`src/rtl/down_counter_timer.sv`:
```
// down_counter_timer: loadable down counter / timer with terminal-count pulse.
// One-shot mode stops in DONE at zero; periodic mode wraps from zero back to the
// captured reload value, giving a period of reload+1 enabled cycles.
module down_counter_timer #(
   parameter int WIDTH = 3
) (
   input  logic             clk_in,
   input  logic             reset_in,
   input  logic             load_in,
   input  logic [WIDTH-1:0] load_val_in,
   input  logic             en_in,
   input  logic             auto_reload_in,
   output logic [WIDTH-1:0] Q_out,
   output logic             tc_out,
   output logic             busy_out,
   output logic             done_out
);

   typedef enum logic [1:0] {
      IDLE = 2'd0,
      RUN  = 2'd1,
      DONE = 2'd2
   } state_t;

   state_t           state, state_nxt;
   logic [WIDTH-1:0] count, count_nxt;
   logic [WIDTH-1:0] reload, reload_nxt;
   logic             tc, tc_nxt;

   // State, count, reload and terminal-count registers; reset overrides load.
   always_ff @(posedge clk_in) begin
      if (reset_in) begin
         state  <= IDLE;
         count  <= '0;
         reload <= '0;
         tc     <= 1'b0;
      end else begin
         state  <= state_nxt;
         count  <= count_nxt;
         reload <= reload_nxt;
         tc     <= tc_nxt;
      end
   end

   // Next-state / next-count: load beats enable; tc only on the 1 -> 0 step.
   always_comb begin
      state_nxt  = state;
      count_nxt  = count;
      reload_nxt = reload;
      tc_nxt     = 1'b0;
      if (load_in) begin
         count_nxt  = load_val_in;
         reload_nxt = load_val_in;
         state_nxt  = (load_val_in != '0) ? RUN : DONE;
      end else begin
         case (state)
            RUN: begin
               if (en_in) begin
                  if (count == '0) begin
                     // Zero is only held in RUN in periodic mode: wrap to reload.
                     count_nxt = reload;
                  end else if (count == WIDTH'(1)) begin
                     count_nxt = '0;
                     tc_nxt    = 1'b1;
                     if (!auto_reload_in) state_nxt = DONE;
                  end else begin
                     count_nxt = count - WIDTH'(1);
                  end
               end
            end
            DONE: begin
               count_nxt = '0;
            end
            default: begin
               count_nxt = count;
            end
         endcase
      end
   end

   // Outputs come straight from registered state.
   assign Q_out    = count;
   assign tc_out   = tc;
   assign busy_out = (state == RUN);
   assign done_out = (state == DONE);

endmodule

```
`config.mk`:
```
export PLATFORM = sky130hd
export DESIGN_NAME = down_counter_timer
export DESIGN_NICKNAME = d
export VERILOG_FILES = /design/src/rtl/down_counter_timer.sv
export SDC_FILE = /design/constraint.sdc
export NUM_CORES = 1
export LEC_CHECK = 0
export CORE_MARGIN = 2
export CORE_UTILIZATION = 25
export DETAILED_ROUTE_END_ITERATION = 8
export PLACE_DENSITY = 0.44
export SLEW_MARGIN = 20
export SYNTH_ARGS = -nofsm -noshare
export SYNTH_HDL_FRONTEND = slang
export SYNTH_SLANG_ARGS = --single-unit
export TNS_END_PERCENT = 5
```
`constraint.sdc`:
```
create_clock -name clk_in -period 1.7 [get_ports clk_in]
set_input_delay 0.34 -clock clk_in [delete_from_list [all_inputs] [get_ports clk_in]]
set_output_delay 0.34 -clock clk_in [all_outputs]
set_load 0.01 [all_outputs]
```
---- After elaboration in Yosys (flattened, before gate mapping) ----
Index checks and enable logic that the tools add are counted.
word-level totals
  bits in registers ....................... 9
  input port bits ......................... 8
cells by class
  $add $sub $neg .......................... 1
  equality and inequality tests ........... 6
  mux-type cells .......................... 13
  bitwise gates (word level) .............. 2
  reduce and logical (&&, ||, !) cells .... 9
operators with widths
  cell                                                                   number
  2-bit two-way mux                                                      7
  3-bit two-way mux                                                      4
  3-bit one-hot mux with 2 select lines                                  1
  2-bit nonzero test                                                     3
  3-bit nonzero test                                                     2
  5-bit AND reduction                                                    1
  5-bit OR reduction                                                     1
  2-bit inequality test, second input constant                           2
  3-bit by 1-bit equality test with 1-bit output, second input constant  1
  3-bit logical NOT                                                      1
  3-bit inequality test, second input constant                           1
  3-bit by 1-bit subtractor with 3-bit output, second input constant     1
  2-bit by 1-bit equality test with 1-bit output, second input constant  1
  2-bit equality test, second input constant                             1
  1-bit NOT                                                              2
  2-bit AND reduction                                                    1
  1-bit two-way mux                                                      1

---- Depth between registers and ports, before layout ----
  depth after elaboration ................. 6
  mapped depth ............................ 5
  mapped depth without buffers ............ 5

---- Worst setup path after synthesis ----
No wires, ideal clock.
  path type ............................... register to register
  start point ............................. reg count[0], in the netlist Q_out[0]
  end point ............................... reg count[2], in the netlist Q_out[2]
  arrival ................................. 1.574 ns
  required time ........................... 1.626 ns
  path slack .............................. 0.052 ns
  cell stages (with the launch flop) ...... 6
  path buffers ............................ 0
  clock period less this slack ............ 1.648 ns
  cell sequence ........................... dfxtp_1 > inv_1 > ha_1 > or3b_1 > a2111o_1 > a31oi_1
on the way
  longest elaborated chain between the ends .. 6
  elaborated cells on any way between the ends .. 8
  classes of those cells .................. 1 x add/sub; 1 x eq/ne; 5 x mux; 1 x reduce/logical
ends and longest elaborated chain
  element                                                                                                        line    text
  start, declared                                                                                                26      logic [WIDTH-1:0] count, count_nxt;
  start signal, assigned                                                                                         39      count <= count_nxt;
  3-bit by 1-bit subtractor with 3-bit output or 3-bit by 1-bit equality test with 1-bit output (tied branches)  67, 62
  3-bit two-way mux                                                                                              62      end else if (count == WIDTH'(1)) begin
  3-bit two-way mux *                                                                                            59      if (count == '0) begin
  3-bit two-way mux *                                                                                            58      if (en_in) begin
  3-bit one-hot mux with 2 select lines *                                                                        56      case (state)
  3-bit two-way mux *                                                                                            51      if (load_in) begin
Every way passes the cells marked *; elsewhere a longest branch is shown, timed or not. The select of a mux whose other input is x is not followed.
A chain may end at the register's enable or synchronous reset.

---- Worst setup path in the final report ----
  start point ............................. reg state[0]
  end point ............................... out busy_out
on the way
  longest elaborated chain between the ends .. 1
ends and longest elaborated chain
  element                                         line  text
  start, declared                                 25    state_t state, state_nxt;
  start signal, assigned                          38    state <= state_nxt;
  2-bit by 1-bit equality test with 1-bit output  84    assign busy_out = (state == RUN);
  end, declared                                   15    output logic busy_out,
Every way passes these cells.

==> reports/summary.txt <==
Status - finished, final reports clean
Critical Path AT - 1.31 ns
Reg clk slew, reported paths - 0.07 ns
Power per standard cell area - 745 nW/um^2
Clock Sinks - 9
Post-Syn Nets - 67
DR iter-0 viols - 4
First-pass GRT wire length - 1940 microns
Iteration count of the initial detailed-routing pass - 4
Slowest stage delay, CP - 0.54 ns
Die W - 48.6 microns
Pleak - 0.000300 uW
Commonest non-fill, non-tap cell in the layout - clkdlybuf4s50_1
Die ar. - 2360 sq um
Post-synth EDFFs - 0
RSZ-0062 raised after global routing - false
CP Capture Type - output port
YS warnings - 0
# DRC - 0
Max cap viols - 0
Detail Route Antenna Nets - 0
Tcrit/Tclk final - 96.9%
Register area share after synthesis - 36.2%
Critical setup path kind - flip-flop to output port
Syn Inst Count - 56
Initial Util - 25.9%
Worst-path fanout max - 4
Setup TNS - 0 ns
Routability congestion estimate - 0.715
Async set-reset flop share out of synthesis - 0%
CP Cell Sequence - nor2b_1, clkdlybuf4s50_1
Most frequent cells in the layout - clkdlybuf4s50_1 (12), dfxtp_1 (9), buf_4 (9)
Distinct cells, synth - 28
Syn avg cell area - 8.89 sq um
Cell at the slowest stage of the critical path - clkdlybuf4s50_1
Via count - 504
Endpoints failing setup - 0
Reg-to-reg slack, setup - 0.15 ns
Clk Latency, worst-skew pair - 0.26 ns
GRT overflow - 0
Largest net degree at the start of global routing - 9
Power Total - 555 uW
Port bufs - 13
#FFs+latches synth - 9
Worst EP required - 1.36 ns
# rows - 16
Startpoint Class - flip-flop
Clock Tree Root - clkbuf_4
Total Wirelength - 1210 microns
H-tree depth - 1
Post-CTS setup buffer count - 0
CTS tree - yes
Layout cells sized above 1 - 17.5%
Fin crit period - 1.65 ns
Max-slew headroom - 80.7%
Vias in the first global route - 465
Die height - 48.6 microns
Nets@finish - 92
Initial antenna violation count - 0
Clock buffer count from CTS - 3
Io pins - 14
Mapped Area - 498 sq um
Count of final max-slew check failures - 0
Vias per Instance - 4.71
Detailed Place HPWL - 987 microns
Fmax - 607 MHz
Wire per inst - 11.3 microns
Hold Path Class - flip-flop to flip-flop
Slew @ Worst Pin - 0.286 ns
Core box area - 1920 sq um
Maximum vdd ir drop - 0.326 mV
ANT cells - 0
Layout area overhead - 49.7%
Total Routing Usage GR - 10.8%
Final Skew - 0.00598 ns
Top FF cell, synth - dfxtp_1
CTS max path bufs - 2
Final number of hold-violating endpoints - 0
==> cell families (layout without fill, tap and decap cells) <==
family                   count (synthesis)  in the layout  share of synthesized area, %
adder cells (fa/ha/maj)                  3              3                          7.54
AO/OA/AOI/OAI                           15             15                          24.1
flip-flops                               9              9                          36.2
buffers and inverters                    6             30                          4.77
AND/OR/NAND/NOR                         23             23                          27.4
==> cells in the mapped netlist, types with 2 or more instances <==
| master | count | area, sq um |
|---|---|---|
| ha_1 | 3 | 37.5 |
| nand2_1 | 6 | 22.5 |
| nor2_1 | 2 | 7.51 |
| inv_1 | 4 | 15.0 |
| o2111ai_1 | 2 | 17.5 |
| o2111a_1 | 2 | 22.5 |
| nand2b_1 | 2 | 12.5 |
| nor2b_1 | 2 | 12.5 |
| nand3b_1 | 2 | 15.0 |
| a21oi_1 | 5 | 25.0 |
| dfxtp_1 | 9 | 180 |
==> final cells by class <==
| cell class | instances | area, sq um |
|---|---|---|
| clock buffer | 4 | 26.3 |
| tap | 27 | 33.8 |
| sequential | 9 | 180 |
| timing repair buffer | 22 | 196 |
| inverter | 4 | 15.0 |
| fill | 212 | 1180 |
| multi-input combinational | 41 | 294 |
==> repair_timing <==
item / 4_1_cts / 5_1_grt
hold buffers: 0 / 0
endpoints found under the setup margin: 1 / 0
gates resized for setup: 1 / 0
==> critical path: cells and delay by family, from the launching register on <==
kind	cells	cell delay (ns)
buf+inv	1	0.54
flops	1	0.37
simple gates	1	0.14
==> state kept, by name, indices dropped and copies added, names as in the netlist <==
name    count
Q_out       3
reload      3
state       2
tc_out      1
==> layer usage <==
metal,up-vias,share of wire [%],track usage [%]
li1,257,-,-
met1,239,47,12.7
met2,8,50,17.8
met3,0,3.8,2.78
met4,0,0,5.71
met5,-,0,0
==> final timing paths <==
check | cells after the start | end | start
max | 2 | busy_out | state[0]
min | 2 | reload[2] | reload[2]
max reg2reg | 5 | Q_out[2] | Q_out[0]
min reg2reg | 2 | reload[2] | reload[2]
==> report_power, final <==
part	internal [uW]	switching, uW
combinational	86.9	63.9
sequential	225	12.3
clock	90.4	76.5
==> per-stage QoR <==
| step | instance area [sq um] | hold slack [ns] | util (%) | setup WS (ns) | instances |
|---|---|---|---|---|---|
| global placement | 721 | 0.455 | 37.5 | 0.101 | 103 |
| detailed placement | 721 | 0.452 | 37.5 | 0.0809 | 103 |
| CTS | 746 | 0.461 | 38.8 | 0.0525 | 107 |
| global route | 746 | 0.483 | 38.8 | 0.00136 | 107 |
| finish | 746 | 0.459 | 38.8 | 0.0531 | 107 |
| floorplan | 498 | 0.409 | - | 0.0522 | 56 |
No activity file was read; power rests on OpenSTA's default activity.
